[config.mk]
export PLATFORM = sky130hd
export DESIGN_NAME = bd_request_issuer_flat
export DESIGN_NICKNAME = d
export VERILOG_FILES = /design/src/rtl/bd_request_issuer_if.sv /design/src/rtl/bd_request_issuer.sv /design/src/flat_wrapper.sv
export SDC_FILE = /design/constraint.sdc
export NUM_CORES = 1
export LEC_CHECK = 0
export ABC_AREA = 1
export BUFFER_PORTS_ARGS = -buffer_cell sky130_fd_sc_hd__buf_4
export CORE_AREA = 3 3 205 207
export CTS_CLUSTER_SIZE = 12
export DETAILED_ROUTE_END_ITERATION = 10
export DIE_AREA = 0 0 208 210
export PLACE_DENSITY = 0.59
export SETUP_SLACK_MARGIN = 0.05
export SLEW_MARGIN = 10
export SYNTH_ARGS = -nofsm -noshare
export SYNTH_HDL_FRONTEND = slang
export SYNTH_SLANG_ARGS = --single-unit
[constraint.sdc]
create_clock -name user_clk -period 12.7 [get_ports user_clk]
set_clock_uncertainty 0.15 [all_clocks]
set_input_delay 1.27 -clock user_clk [delete_from_list [all_inputs] [get_ports user_clk]]
set_output_delay 1.27 -clock user_clk [all_outputs]
set_load 0.1 [all_outputs]
[src/rtl/bd_request_issuer_if.sv]
// Stream bundle between a channel's BD request issuer and its neighbours:
// the incoming BD fetch request, the buffer command strobe and the PCIe
// memory-read request toward the host.
interface bd_request_issuer_if;
  logic [26:0] s_axis_bd_req_tdata;
  logic        s_axis_bd_req_tvalid;
  logic        s_axis_bd_req_tready;

  logic [43:0] m_axis_buffer_cmd_tdata;
  logic        m_axis_buffer_cmd_tvalid;

  logic [79:0] m_axis_rd_req_tdata;
  logic        m_axis_rd_req_tvalid;
  logic        m_axis_rd_req_tready;

  // Issuer side: consumes requests, produces commands and read requests.
  modport master (
    input  s_axis_bd_req_tdata,
    input  s_axis_bd_req_tvalid,
    output s_axis_bd_req_tready,
    output m_axis_buffer_cmd_tdata,
    output m_axis_buffer_cmd_tvalid,
    output m_axis_rd_req_tdata,
    output m_axis_rd_req_tvalid,
    input  m_axis_rd_req_tready
  );

  // Environment side: produces requests, consumes commands and read requests.
  modport slave (
    output s_axis_bd_req_tdata,
    output s_axis_bd_req_tvalid,
    input  s_axis_bd_req_tready,
    input  m_axis_buffer_cmd_tdata,
    input  m_axis_buffer_cmd_tvalid,
    input  m_axis_rd_req_tdata,
    input  m_axis_rd_req_tvalid,
    output m_axis_rd_req_tready
  );
endinterface

[src/rtl/bd_request_issuer.sv]
// Per-channel BD request issuer. Takes one BD fetch request at a time,
// checks it against the BD buffer's tag and valid mask, tells the buffer
// whether it is a hit or a miss, fetches the whole 16-BD block (512 bytes)
// from host memory on a miss, and then waits for the buffer to hand the BD
// to the response queue. A long wait raises a sticky timeout flag but the
// issuer keeps waiting.
module bd_request_issuer #(
  parameter int CHANNEL_ID     = 0,
  parameter int TIMEOUT_CYCLES = 4095
) (
  input  logic                       user_clk,
  input  logic                       user_reset,
  bd_request_issuer_if.master        bus,
  input  logic [63:0]                ring_base_addr,
  input  logic [22:0]                bd_buf_addr,
  input  logic [15:0]                bd_buf_valid,
  input  logic                       bd_done,
  output logic                       busy,
  output logic                       timeout_err,
  output logic [15:0]                hit_cnt,
  output logic [15:0]                miss_cnt
);

  localparam logic [2:0] ST_IDLE      = 3'd0;
  localparam logic [2:0] ST_LOOKUP    = 3'd1;
  localparam logic [2:0] ST_CMD_HIT   = 3'd2;
  localparam logic [2:0] ST_CMD_MISS  = 3'd3;
  localparam logic [2:0] ST_RD_REQ    = 3'd4;
  localparam logic [2:0] ST_WAIT_DONE = 3'd5;

  localparam logic [31:0] TMO_LIMIT   = 32'(TIMEOUT_CYCLES);
  localparam logic [3:0]  RD_TAG      = 4'(CHANNEL_ID);
  localparam logic [11:0] BLOCK_BYTES = 12'd512;

  logic [2:0]  state_q;
  logic [2:0]  state_d;

  logic [22:0] blk_q;
  logic [3:0]  off_q;

  logic        lookup_hit;
  logic        req_fire;
  logic        enter_wait;

  logic [43:0] cmd_tdata_q;
  logic        cmd_tvalid_q;
  logic [79:0] rd_tdata_q;
  logic        rd_tvalid_q;
  logic [63:0] block_host_addr;

  logic [31:0] tmo_cnt_q;

  assign req_fire   = bus.s_axis_bd_req_tvalid && (state_q == ST_IDLE);
  assign lookup_hit = (bd_buf_addr == blk_q) && bd_buf_valid[off_q];
  assign enter_wait = (state_d == ST_WAIT_DONE) && (state_q != ST_WAIT_DONE);

  // A block of 16 BDs is 512 bytes, so the block address shifted by 9 is
  // the byte offset of the block inside the ring; overflow simply wraps.
  assign block_host_addr = ring_base_addr + {32'd0, blk_q, 9'd0};

  assign bus.s_axis_bd_req_tready     = (state_q == ST_IDLE);
  assign bus.m_axis_buffer_cmd_tdata  = cmd_tdata_q;
  assign bus.m_axis_buffer_cmd_tvalid = cmd_tvalid_q;
  assign bus.m_axis_rd_req_tdata      = rd_tdata_q;
  assign bus.m_axis_rd_req_tvalid     = rd_tvalid_q;
  assign busy                         = (state_q != ST_IDLE);

  // Next-state selection; stray bd_done / rd_req_tready in other states fall through.
  always_comb begin
    state_d = state_q;
    case (state_q)
      ST_IDLE:      if (req_fire) state_d = ST_LOOKUP;
      ST_LOOKUP:    state_d = lookup_hit ? ST_CMD_HIT : ST_CMD_MISS;
      ST_CMD_HIT:   state_d = ST_WAIT_DONE;
      ST_CMD_MISS:  state_d = ST_RD_REQ;
      ST_RD_REQ:    if (bus.m_axis_rd_req_tready) state_d = ST_WAIT_DONE;
      ST_WAIT_DONE: if (bd_done) state_d = ST_IDLE;
      default:      state_d = ST_IDLE;
    endcase
  end

  // State register; reset drops straight back to IDLE from anywhere.
  always_ff @(posedge user_clk or posedge user_reset) begin
    if (user_reset) begin
      state_q <= ST_IDLE;
    end else begin
      state_q <= state_d;
    end
  end

  // Capture block address and entry offset of the accepted request.
  always_ff @(posedge user_clk or posedge user_reset) begin
    if (user_reset) begin
      blk_q <= 23'd0;
      off_q <= 4'd0;
    end else if (req_fire) begin
      blk_q <= bus.s_axis_bd_req_tdata[26:4];
      off_q <= bus.s_axis_bd_req_tdata[3:0];
    end
  end

  // Buffer command: loaded at the end of LOOKUP so the strobe lines up with the CMD state.
  always_ff @(posedge user_clk or posedge user_reset) begin
    if (user_reset) begin
      cmd_tvalid_q <= 1'b0;
      cmd_tdata_q  <= 44'd0;
    end else begin
      cmd_tvalid_q <= (state_q == ST_LOOKUP);
      if (state_q == ST_LOOKUP) begin
        cmd_tdata_q <= {blk_q, off_q, lookup_hit,
                        (lookup_hit ? 16'h0000 : 16'hFFFF)};
      end
    end
  end

  // Host read request: raised leaving CMD_MISS, held untouched until the handshake.
  always_ff @(posedge user_clk or posedge user_reset) begin
    if (user_reset) begin
      rd_tvalid_q <= 1'b0;
      rd_tdata_q  <= 80'd0;
    end else if (state_q == ST_CMD_MISS) begin
      rd_tvalid_q <= 1'b1;
      rd_tdata_q  <= {block_host_addr, BLOCK_BYTES, RD_TAG};
    end else if ((state_q == ST_RD_REQ) && bus.m_axis_rd_req_tready) begin
      rd_tvalid_q <= 1'b0;
    end
  end

  // Saturating hit and miss statistics, bumped once per issued command.
  always_ff @(posedge user_clk or posedge user_reset) begin
    if (user_reset) begin
      hit_cnt  <= 16'd0;
      miss_cnt <= 16'd0;
    end else begin
      if ((state_q == ST_CMD_HIT) && (hit_cnt != 16'hFFFF)) begin
        hit_cnt <= hit_cnt + 16'd1;
      end
      if ((state_q == ST_CMD_MISS) && (miss_cnt != 16'hFFFF)) begin
        miss_cnt <= miss_cnt + 16'd1;
      end
    end
  end

  // Wait timer: restarts on each entry to WAIT_DONE and parks at the limit.
  always_ff @(posedge user_clk or posedge user_reset) begin
    if (user_reset) begin
      tmo_cnt_q <= 32'd0;
    end else if (enter_wait) begin
      tmo_cnt_q <= 32'd0;
    end else if ((state_q == ST_WAIT_DONE) && (tmo_cnt_q != TMO_LIMIT)) begin
      tmo_cnt_q <= tmo_cnt_q + 32'd1;
    end
  end

  // Sticky timeout flag; only a reset clears it.
  always_ff @(posedge user_clk or posedge user_reset) begin
    if (user_reset) begin
      timeout_err <= 1'b0;
    end else if ((state_q == ST_WAIT_DONE) && (tmo_cnt_q == TMO_LIMIT)) begin
      timeout_err <= 1'b1;
    end
  end

endmodule
[src/flat_wrapper.sv]
// flat-port wrapper written by rule: the top's interface ports become plain ports
module bd_request_issuer_flat 
#(
  parameter int CHANNEL_ID     = 0,
  parameter int TIMEOUT_CYCLES = 4095
)
  (user_clk, user_reset, ring_base_addr, bd_buf_addr, bd_buf_valid, bd_done, busy, timeout_err, hit_cnt, miss_cnt, bus_s_axis_bd_req_tdata, bus_s_axis_bd_req_tvalid, bus_s_axis_bd_req_tready, bus_m_axis_buffer_cmd_tdata, bus_m_axis_buffer_cmd_tvalid, bus_m_axis_rd_req_tdata, bus_m_axis_rd_req_tvalid, bus_m_axis_rd_req_tready);
  bd_request_issuer_if bus_i ();
  input  logic user_clk;
  input  logic user_reset;
  input  logic [63:0] ring_base_addr;
  input  logic [22:0] bd_buf_addr;
  input  logic [15:0] bd_buf_valid;
  input  logic bd_done;
  output logic busy;
  output logic timeout_err;
  output logic [15:0] hit_cnt;
  output logic [15:0] miss_cnt;
  input wire logic [$bits(bus_i.s_axis_bd_req_tdata)-1:0] bus_s_axis_bd_req_tdata;
  input wire logic [$bits(bus_i.s_axis_bd_req_tvalid)-1:0] bus_s_axis_bd_req_tvalid;
  output wire logic [$bits(bus_i.s_axis_bd_req_tready)-1:0] bus_s_axis_bd_req_tready;
  output wire logic [$bits(bus_i.m_axis_buffer_cmd_tdata)-1:0] bus_m_axis_buffer_cmd_tdata;
  output wire logic [$bits(bus_i.m_axis_buffer_cmd_tvalid)-1:0] bus_m_axis_buffer_cmd_tvalid;
  output wire logic [$bits(bus_i.m_axis_rd_req_tdata)-1:0] bus_m_axis_rd_req_tdata;
  output wire logic [$bits(bus_i.m_axis_rd_req_tvalid)-1:0] bus_m_axis_rd_req_tvalid;
  input wire logic [$bits(bus_i.m_axis_rd_req_tready)-1:0] bus_m_axis_rd_req_tready;
  assign bus_i.s_axis_bd_req_tdata = bus_s_axis_bd_req_tdata;
  assign bus_i.s_axis_bd_req_tvalid = bus_s_axis_bd_req_tvalid;
  assign bus_s_axis_bd_req_tready = bus_i.s_axis_bd_req_tready;
  assign bus_m_axis_buffer_cmd_tdata = bus_i.m_axis_buffer_cmd_tdata;
  assign bus_m_axis_buffer_cmd_tvalid = bus_i.m_axis_buffer_cmd_tvalid;
  assign bus_m_axis_rd_req_tdata = bus_i.m_axis_rd_req_tdata;
  assign bus_m_axis_rd_req_tvalid = bus_i.m_axis_rd_req_tvalid;
  assign bus_i.m_axis_rd_req_tready = bus_m_axis_rd_req_tready;
  bd_request_issuer #(.CHANNEL_ID(CHANNEL_ID), .TIMEOUT_CYCLES(TIMEOUT_CYCLES)) u_core (.user_clk(user_clk), .user_reset(user_reset), .bus(bus_i), .ring_base_addr(ring_base_addr), .bd_buf_addr(bd_buf_addr), .bd_buf_valid(bd_buf_valid), .bd_done(bd_done), .busy(busy), .timeout_err(timeout_err), .hit_cnt(hit_cnt), .miss_cnt(miss_cnt));
endmodule
**Word-level counts from Yosys, hierarchy flattened**

Cells that the tools add are included.
Widths: inputs -> output; s select.

- Flip-flop bits (word level): 206
- Output and inout port bits: 161
- Word-level logic and storage cells: 52

- $add $sub $neg: 4
- Order comparisons: 1
- Eq/ne operators: 12
- Muxes and demuxes: 12
- Reductions and logical operators: 12

Operators with widths:

| cell | count |
|---|---|
| $add 64x32->64 | 1 |
| $mux 32 | 2 |
| $add 16x1->16 const B | 2 |
| $add 32x1->32 const B | 1 |
| $eq 32x12->1 const B | 1 |
| $ne 16x16->1 const B | 2 |
| $ne 32x12->1 const B | 1 |
| $eq 23x23->1 | 1 |
| $pmux 3 s6 | 1 |
| $mux 16 | 1 |
| $eq 3x3->1 const B | 3 |
| $mux 3 | 3 |
| $logic_and 1x1->1 | 8 |
| $eq 3x2->1 const B | 2 |
| $lt 4x5->1 const B | 1 |
| $bmux 1 s4 | 1 |
| $mux 1 | 4 |
| $reduce_bool 2->1 | 2 |
| $eq 3x1->1 const B | 1 |
| $logic_not 3->1 | 1 |
| $ne 3x3->1 const B | 1 |
| $reduce_bool 3->1 | 1 |

**Depth between registers and ports, before layout**

Gate-level depths: netlist of run 1.

- Depth in word-level cells: 8
- Mapped depth: 15
- Depth with buffers taken out: 15

**Worst setup path before layout of run 1**

Ideal clock, no wire load.

- Path kind: register -> output
- Start point: register u_core.state_q[1]
- End point: output port bus_s_axis_bd_req_tready
- Arrival: 1.795 ns
- Path slack: 9.485 ns
- Stages on the path, launching flop included: 4
- Path buffers: 0
- Cells stage by stage: dfrtp_1 > nor2_1 > nand2_1 > inv_2

- Word-level cells in the longest chain between the ends: 1

RTL lines:

| item | RTL line | text |
|---|---|---|
| start: declaration | bd_request_issuer.sv:35 | `logic [2:0] state_q;` |
| start signal: assignment | bd_request_issuer.sv:87 | `state_q <= state_d;` |
| $logic_not 3->1 | bd_request_issuer.sv:61 | `assign bus.s_axis_bd_req_tready = (state_q == ST_IDLE);` |
| end: declaration | flat_wrapper.sv:21 | `output wire logic [$bits(bus_i.s_axis_bd_req_tready)-1:0] bus_s_axis_bd_req_tready;` |

Every way passes these cells.

**Worst setup path after layout of run 1**

- Start point: input port ring_base_addr[9]
- End point: register u_core.rd_tdata_q[49], in the netlist u_core.bus.m_axis_rd_req_tdata[49]

- Word-level cells in the longest chain between the ends: 1

RTL lines:

| item | RTL line | text |
|---|---|---|
| start: declaration | flat_wrapper.sv:11 | `input logic [63:0] ring_base_addr;` |
| $add 64x32->64 | bd_request_issuer.sv:59 | `assign block_host_addr = ring_base_addr + {32'd0, blk_q, 9'd0};` |
| end signal: assignment | bd_request_issuer.sv:123 | `rd_tdata_q <= {block_host_addr, BLOCK_BYTES, RD_TAG};` |
| end: declaration | bd_request_issuer.sv:47 | `logic [79:0] rd_tdata_q;` |

Every way passes these cells.
A chain may end at the register's enable or synchronous reset.

==> results of run 1 <==
-- worst max-delay path, delay by kind of cell --
family / cells / cell delay (ns)
adders and majority gates: 2 / 0.68
buffers and inverters: 1 / 0.11
and+or+nand+nor: 9 / 1.34
-- sequential cells by signal, summed over array words and instances (netlist names) --
| register | flops |
|---|---|
| u_core.tmo_cnt_q | 32 |
| u_core.hit_cnt | 16 |
| u_core.timeout_err | 1 |
| u_core.bus.m_axis_buffer_cmd_tvalid | 1 |
| u_core.bus.m_axis_rd_req_tvalid | 1 |
| u_core.miss_cnt | 16 |
| u_core.bus.m_axis_rd_req_tdata | 65 |
| u_core.bus.m_axis_buffer_cmd_tdata | 29 |
| u_core.off_q | 4 |
| u_core.state_q | 3 |
| u_core.blk_q | 23 |
-- cells in the mapped netlist (all sizes together) (2+ instances only) --
library cell	n
a22oi	4
nand4	38
buf	36
nand3	121
ha	26
o21ai	75
or2	17
xnor2	56
a31oi	3
and2	2
inv	196
nand3b	20
xor2	34
clkbuf	32
nand2	676
nor4	6
dfrtp	191
nor2	132
nor3	40
a21oi	17
a21o	4
clkinv	3
o21bai	3
-- power groups by stage --
stage / Combinational [mW] / Clock, mW / Sequential (mW)
after CTS: 2.77 / 0.585 / 1.02
after global placement: 2.75 / 0 / 1.03
after global routing: 2.92 / 0.607 / 1.04
final: 2.75 / 0.566 / 1.02
after floorplan: 1.05 / 0 / 2.08
after detailed placement: 2.76 / 0 / 1.03
-- kinds of logic after synthesis --
family,Yosys count
buffers and inverters,267
AND/OR/NAND/NOR,1053
AO/OA/AOI/OAI,106
flip-flops,191
XOR/XNOR,90
adder cells (fa/ha/maj),27
other,1
-- cell usage in the layout (no fill, tap or decap), drive strengths merged, types with 15 or more instances in the layout --
master    n
a21oi    17
buf     288
clkbuf   18
conb     15
dfrtp   191
ha       26
inv     202
nand2   676
nand3   121
nand3b   20
nand4    38
nor2    132
nor3     40
o21ai    75
or2      17
xnor2    56
xor2     34
-- per-stage QoR --
step / setup slack (ns) / hold slack (ns) / instances / power (mW) / utilization [%]
3_3_place_gp: 9.062 / 0.3047 / 2501 / 3.777 / 35.92
3_5_place_dp: 8.998 / 0.3039 / 2501 / 3.790 / 35.92
6_report: 9.481 / 0.3183 / 2533 / 4.330 / 37.41
2_1_floorplan: 6.081 / 0.3375 / 1749 / 3.129 / -
4_1_cts: 9.506 / 0.3237 / 2533 / 4.372 / 37.41
5_1_grt: 9.355 / 0.3466 / 2533 / 4.568 / 37.41
-- cell type report --
cell class / count / area, um^2 / area share [%]
tap: 532 / 665.6 / 4.388
inverter: 199 / 754.5 / 4.973
multi-input combinational: 1291 / 6205 / 40.90
sequential: 191 / 4780 / 31.51
clock buffer: 18 / 429.2 / 2.829
clock inverter: 14 / 175.2 / 1.155
timing repair buffer: 288 / 2162 / 14.25
-- routing by layer --
metal	track usage [%]	vias to the layer above	routed length [um]
met1	26.59	5292	20060
met5	0	-	34
met3	4.867	43	2840
met2	28.55	355	17910
met4	6.045	4	933
li1	-	5910	-
-- path summary, 6_finish.rpt --
path / endpoint / slack, ns / start / cells after the start
setup / recovery: u_core.bus.m_axis_rd_req_tdata[49] / 9.48 / ring_base_addr[9] / 12
hold / removal: u_core.timeout_err / 0.32 / u_core.timeout_err / 1
setup reg to reg: u_core.bus.m_axis_rd_req_tdata[49] / 9.93 / u_core.blk_q[0] / 11
hold reg to reg: u_core.timeout_err / 0.32 / u_core.timeout_err / 1
max in group asynchronous: u_core.blk_q[9] / 9.74 / user_reset / 4
min in group asynchronous: u_core.miss_cnt[5] / 0.70 / user_reset / 2
==> metrics.cfg, run 1 <==
[status]
outcome=finished clean

[synth]
synth-seq-area-share_pct=39.61
syn_area_per_cell_um2=6.955
synth_top_family_by_area=simple AND/OR/NAND/NOR gates
synth-xor-area-share_pct=6.533
synth_area_leaders=dfrtp_1 (40%), nand2_1 (21%), inv_1 (6.0%), nand3_1 (5.0%), xnor2_1 (4.1%)
synth_mux_area_share_pct=0
ys.flop_type=dfrtp_1
synthDominantCellAreaShare_pct=39.61
yosysUniqueCellTypes=36
synth-warning-count=0
synth_edf_count=0
synth-compound-area-share_pct=4.656
synth_fa_ha_area_share_pct=2.862
netlist_area_um2=12070
post-synth-top-area-cell=dfrtp_1
synth-simple-area-share_pct=36.85
synth-seq-cells=191
async_flop_share_pct=100.0
syn_inst=1735

[power_and_ir_drop]
sw_frac_of_total_pct=60.66
p_int_mw=1.703
p_seq_share_pct=23.5
powerDensity_nw_per_um2=285.4
p_leak_nw=7.886
ir_drop_mv=0.1917
combPwrFrac_pct=63.5
clkPwrFrac_pct=13.1
netSwitchingPower_mw=2.626

[placement]
place_hpwl_um=33280
placed_area_um2=14570
portBuffers=280
gp_congestion=0.9104

[sta]
max_slew.worst_pin.slew_ns=0.8578
drv_slew=0
period_needed_ns=3.219
setup_violations=0
hold_viol_final=0
max_freq_mhz=310.7
rsz0062_at_grt=false
relSlewSlack_pct=42.81
min_period_over_period_pct=25.34
fin_setup_tns_ns=0

[clock_tree]
clock_sinks=191
htree_levels=4
cts_root_buf=clkbuf_16
clk_latency_ns=0.46
cts_made_buffers=17
cts_buffer_depth=2
clkTransAtPathRegs_ns=0.07
postCtsSetupBuffers=0
holdBufCountCts=0
ctsResizeCount=0
cts_tree=built

[finish]
fill_cells=4410
nNetsFinal=2150
area_growth_pct=25.73
diodes=0
layout-drive-gt1-share_pct=17.49
final_area_um2=15170

[drt]
first_pass_iters=5
finalWirelength_um=41780
wire_per_inst_um=16.50
drtIter0Drc=734
drc=0
viasPerCell=4.581
final_antenna_net_count=0
num_vias=11600

[setup_path]
path_class=in -> reg
worst_ep_required_time_ns=12.90
cp_slowest_stage_delay_ns=0.45
arrival_ns=3.42
crit_top_cell=nand3_1
slowest_stage=fa_1
path_cells=buf_4, ha_1, fa_1, nand3_1, nand3_1, nand2_1, nand3_1, nand2_1, nand3_1, or2_2, nand3_1, nand2_1
critical_path.max_fanout=5
start_kind=input pin
endpoint_kind=flop

[floorplanning]
core_area_um2=40550
start_util_pct=29.75
die_height_um=210
die_x_um=208
ios=296
rows=74
die-area_um2=43680

[global_routing]
antenna_found_initial=2
grt.overflow.total=0
grt_max_degree=81
grt_pass1_wl_um=64530
grt_use_total_pct=18.89
grt_pass1_vias=11290

[job]
max-cap-violations=0

[min_path]
min-delay-path-class=reg -> reg

No activity file was read; power rests on OpenSTA's default activity.
==> run 2: changes to the inputs <==
Clock period 12.7 ns to 3.1 ns, I/O delays scaled along.
==> metrics.cfg, run 2 (synthesis results as in run 1) <==
[drt]
final_antenna_net_count=0
first_pass_iters=5
num_vias=11840
finalWirelength_um=42010
drc=0
drtIter0Drc=673
wire_per_inst_um=16.27
viasPerCell=4.586

[power_and_ir_drop]
finalPower_mw=18.06
powerDensity_nw_per_um2=1147
ir_drop_mv=1.116
p_leak_nw=8.132

[floorplanning]
start_util_pct=29.75
die_x_um=208
core_area_um2=40550
rows=74
ios=296
die-area_um2=43680
die_height_um=210

[setup_path]
critical_path.max_fanout=5
r2r_cells=11
path_class=reg -> reg
endpoint_kind=flop
worst_ep_required_time_ns=3.30
r2r-end=u_core.bus.m_axis_rd_req_tdata[49]
r2r-start=u_core.blk_q[0]
start_kind=flop
arrival_ns=2.86
rrSetupSlack_ns=0.43

[global_routing]
grt.overflow.total=0
grt_use_total_pct=19.02
antenna_found_initial=4
grt_pass1_vias=11270
grt_pass1_wl_um=65230
grt_max_degree=78

[sta]
period_needed_ns=2.666
setup_violations=0
relSlewSlack_pct=40.31
drv_slew=0
rsz0062_at_grt=false
hold_viol_final=0
fin_setup_tns_ns=0
min_period_over_period_pct=86.00
max_slew.worst_pin.slew_ns=0.8944
max_freq_mhz=375.1

[finish]
seqCellArea_um2=4780
multi_input_area_um2=6205
fill_cells=4266
largest_reg_flops=65
final_common_cell=nand2_1
layout-drive-gt1-share_pct=17.23
nNetsFinal=2198
area_growth_pct=30.50
final_cell_mix=nand2_1 (675), buf_4 (287), inv_1 (191), dfrtp_1 (191), nor2_1 (127)

[min_path]
worstHoldPathCells=4
min-delay-path-class=in -> reg
worstHoldEndpoint=u_core.bus.m_axis_rd_req_tdata[64]
hold_start=ring_base_addr[48]

[clock_tree]
cts_tree=built
htree_levels=4
clk_latency_ns=0.45
cts_made_buffers=17
cts_root_buf=clkbuf_16
cts_buffer_depth=2
clock_sinks=191
clkTransAtPathRegs_ns=0.08

[placement]
place_hpwl_um=33460
gp_congestion=0.9438
portBuffers=280

[job]
max-cap-violations=0

[status]
outcome=finished clean

==> run 2: cell types whose count changed in the layout (fill, tap and decap cells not counted) <==
cell	delta
buf_4	-1
dlygate4sd3_1	+45
diode_2	+1
bufinv_16	+3
buf_12	+4
inv_8	-3
clkinv_4	+2
clkinvlp_4	-1
clkinv_8	-1
==> run 2: timing repair <==
action	CTS	global route
setup buffers	0	0
endpoints found under the hold margin	71	0
gates resized for setup	0	0
hold buffers	45	0
==> run 2: final cells by class <==
type	instances	area share (%)
sequential	191	30.35
clock buffer	18	2.725
antenna	1	0.01589
inverter	199	4.768
tap	532	4.227
multi-input combinational	1291	39.40
timing repair buffer	336	17.05
clock inverter	14	1.454
==> run 2: worst max path at each step <==
| stage | end | slack, ns | from | cells after the start |
|---|---|---|---|---|
| 2_1_floorplan | u_core.blk_q[0] | 0.18 | user_reset | 1 |
| 3_3_place_gp | u_core.bus.m_axis_rd_req_tdata[77] | 0.46 | u_core.blk_q[16] | 12 |
| 3_5_place_dp | u_core.bus.m_axis_rd_req_tdata[49] | 0.43 | ring_base_addr[9] | 12 |
| 4_1_cts | u_core.bus.m_axis_rd_req_tdata[49] | 0.44 | u_core.blk_q[0] | 11 |
| 5_1_grt | u_core.bus.m_axis_rd_req_tdata[49] | 0.22 | u_core.blk_q[0] | 11 |
| 6_report | u_core.bus.m_axis_rd_req_tdata[49] | 0.43 | u_core.blk_q[0] | 11 |
==> run 2: stage by stage <==
step	hold slack, ns	worst slack, ns	instances	util [%]	area (um^2)
after floorplan	0.2696	0.1776	1749	-	12120
after global placement	0.3024	0.4581	2504	36.09	14640
after detailed placement	0.3140	0.4283	2504	36.09	14640
after CTS	0.003226	0.4403	2581	38.82	15740
after global routing	0.03885	0.2163	2582	38.83	15750
final	0.03750	0.4339	2582	38.83	15750
==> run 2: power breakdown <==
part           internal [mW]  leakage [nW]  switching (mW)  total [mW]
sequential              3.35          2.44           0.763        4.11
clock                   1.45         0.319            1.08        2.54
combinational           2.48          5.37            8.93        11.4
==> run 2: routing by layer <==
| metal | part of all wire, % | GRT usage (%) | up-vias |
|---|---|---|---|
| met1 | 48 | 26.83 | 5410 |
| met4 | 2.3 | 5.696 | 6 |
| met2 | 43 | 28.74 | 377 |
| met3 | 7.0 | 5.060 | 53 |
| met5 | 0.12 | 0 | - |
| li1 | - | - | 5995 |
==> run 2: worst max-delay path, cell delays in order (launching register included) <==
cell     delay, ns
dfrtp_1       0.41
ha_1          0.25
fa_1          0.45
nand3_1       0.10
nand3_1       0.19
nand2_1       0.11
nand3_1       0.19
nand2_1       0.11
nand3_1       0.17
or2_2         0.31
nand3_1       0.07
nand2_1       0.05
==> run 3: changes to the inputs <==
Settings changed: ABC_AREA 1 to 0, CORE_AREA 3 3 205 207 to 3 3 188 190, DIE_AREA 0 0 208 210 to 0 0 191 193, PLACE_DENSITY 0.59 to 0.6.
Clock period 3.1 ns to 2.69 ns, I/O delays scaled along.
==> metrics.cfg, run 3 <==
[status]
outcome=finished, violations left
violations=negative setup slack

[drt]
drc=0
final_antenna_net_count=0
num_vias=8592
viasPerCell=4.649
wire_per_inst_um=16.90
first_pass_iters=5
finalWirelength_um=31220
drtIter0Drc=344

[synth]
synth-warning-count=0
synth_area_leaders=dfrtp_1 (47%), xnor2_1 (7.6%), mux2_2 (7.5%), nand2_1 (4.5%), xor2_1 (3.3%)
synthTopCellsByCount=dfrtp_1 (191), nand2_1 (120), xnor2_1 (88)
syn_area_per_cell_um2=10.33
async_flop_share_pct=100.0
netlist_area_um2=10110
syn_inst=979
synth-seq-area-share_pct=47.25
yosysMostFrequentCell=dfrtp_1
synth_edf_count=0
yosysUniqueCellTypes=62
ys.flop_type=dfrtp_1
synthDominantCellAreaShare_pct=47.25
post-synth-top-area-cell=dfrtp_1
synth-seq-cells=191

[setup_path]
arrival_ns=2.94
start_kind=flop
worst_ep_required_time_ns=2.85
critical_path.max_fanout=9
endpoint_kind=flop
path_class=reg -> reg

[global_routing]
grt.overflow.total=0
grt_use_total_pct=16.66
antenna_found_initial=3
grt_pass1_wl_um=47900
grt_max_degree=122
grt_pass1_vias=8777

[placement]
gp_congestion=0.8254
place_hpwl_um=23090
portBuffers=280
dp_slack_ns=-0.1776

[clock_tree]
cts_buffer_depth=2
clkTransAtPathRegs_ns=0.08
cts_root_buf=clkbuf_16
clock_sinks=191
clk_latency_ns=0.44
htree_levels=4
cts_made_buffers=17
cts_tree=built

[min_path]
min-delay-path-class=in -> reg

[floorplanning]
ios=296
die-area_um2=36860
core_area_um2=33620
rows=67
die_height_um=193
start_util_pct=30.09
die_x_um=191

[sta]
min_period_over_period_pct=103.2
drv_slew=0
relSlewSlack_pct=51.39
rsz0062_at_grt=true
setup_violations=16
period_needed_ns=2.776
holdWs_ns=0.07154
max_freq_mhz=360.2
max_slew.worst_pin.slew_ns=0.7292
fin_setup_tns_ns=-0.7286
hold_viol_final=0
worst_slack_ns=-0.08594

[finish]
fill_cells=3163
nNetsFinal=1547
layout-drive-gt1-share_pct=38.05
final_cell_mix=buf_4 (357), dfrtp_1 (190), nand2_1 (118), xnor2_1 (87), dlygate4sd3_1 (69)
largest_reg_flops=65
final_util_pct=44.22
area_growth_pct=46.97
final_common_cell=buf_4

[job]
max-cap-violations=0

-- run 3: path summary, 6_finish.rpt --
kind | end | startpoint | slack, ns | cells after the start
worst max-delay path | u_core.bus.m_axis_rd_req_tdata[65] | u_core.blk_q[10] | -0.09 | 11
worst min-delay path | u_core.bus.m_axis_rd_req_tdata[25] | ring_base_addr[9] | 0.07 | 3
worst max register to register | u_core.bus.m_axis_rd_req_tdata[65] | u_core.blk_q[10] | -0.09 | 11
worst min register to register | u_core.bus.m_axis_rd_req_tdata[70] | u_core.bus.m_axis_rd_req_tdata[70] | 0.33 | 2
max in group asynchronous | u_core.blk_q[16] | user_reset | 1.34 | 4
min in group asynchronous | u_core.miss_cnt[13] | user_reset | 0.41 | 4
-- run 3: logic make-up after synthesis --
logic type	share of synthesized area, %
buffers and inverters	4.441
other	0.03707
adder cells (fa/ha/maj)	3.414
XOR/XNOR	10.91
AND/OR/NAND/NOR	15.46
AO/OA/AOI/OAI	9.810
multiplexers	8.671
flip-flops	47.25
-- run 3: critical path, cell delays in order (launching register included) --
cell	delay, ns
dfrtp_1	0.43
ha_4	0.29
nand2_1	0.12
nor2_1	0.20
o21ai_1	0.13
nor4_4	0.35
o21ai_4	0.11
buf_12	0.16
buf_4	0.14
a2111oi_4	0.35
xnor2_1	0.16
o21ai_1	0.07
-- run 3: layout make-up --
type	count	area [um^2]	area share (%)
Clock inverter	9	97.59	0.6565
Antenna cell	2	5.005	0.03367
Sequential cell	191	4781	32.16
Inverter	20	82.58	0.5555
Multi-Input combinational cell	717	5236	35.22
Timing Repair Buffer	438	3615	24.32
Clock buffer	23	488.0	3.283
Tap cell	448	560.5	3.771
-- run 3: repair_timing --
action                                  in CTS  in global routing
pin swaps                                   14                 10
buffers inserted                             5                  5
resized for setup                            7                 40
hold endpoints to repair                   259                  0
endpoints found under the setup margin      38                 45
hold buffers                                69                  0
gates cloned                                 1                  1
-- run 3: through the flow --
stage	instances	cell area [um^2]
after floorplan	993	10220
after global placement	1733	13180
after detailed placement	1733	13180
after CTS	1840	14560
after global routing	1848	14870
final	1848	14870
-- run 3: layer usage --
layer	routed length, um	GRT usage, %
met5	14	0
met4	607	5.137
met3	1960	4.737
met2	15560	28.87
met1	13080	20.17
Power of run 3 is not shown: default switching activity piles up to over one toggle a cycle in this logic, so the estimate is an artifact.
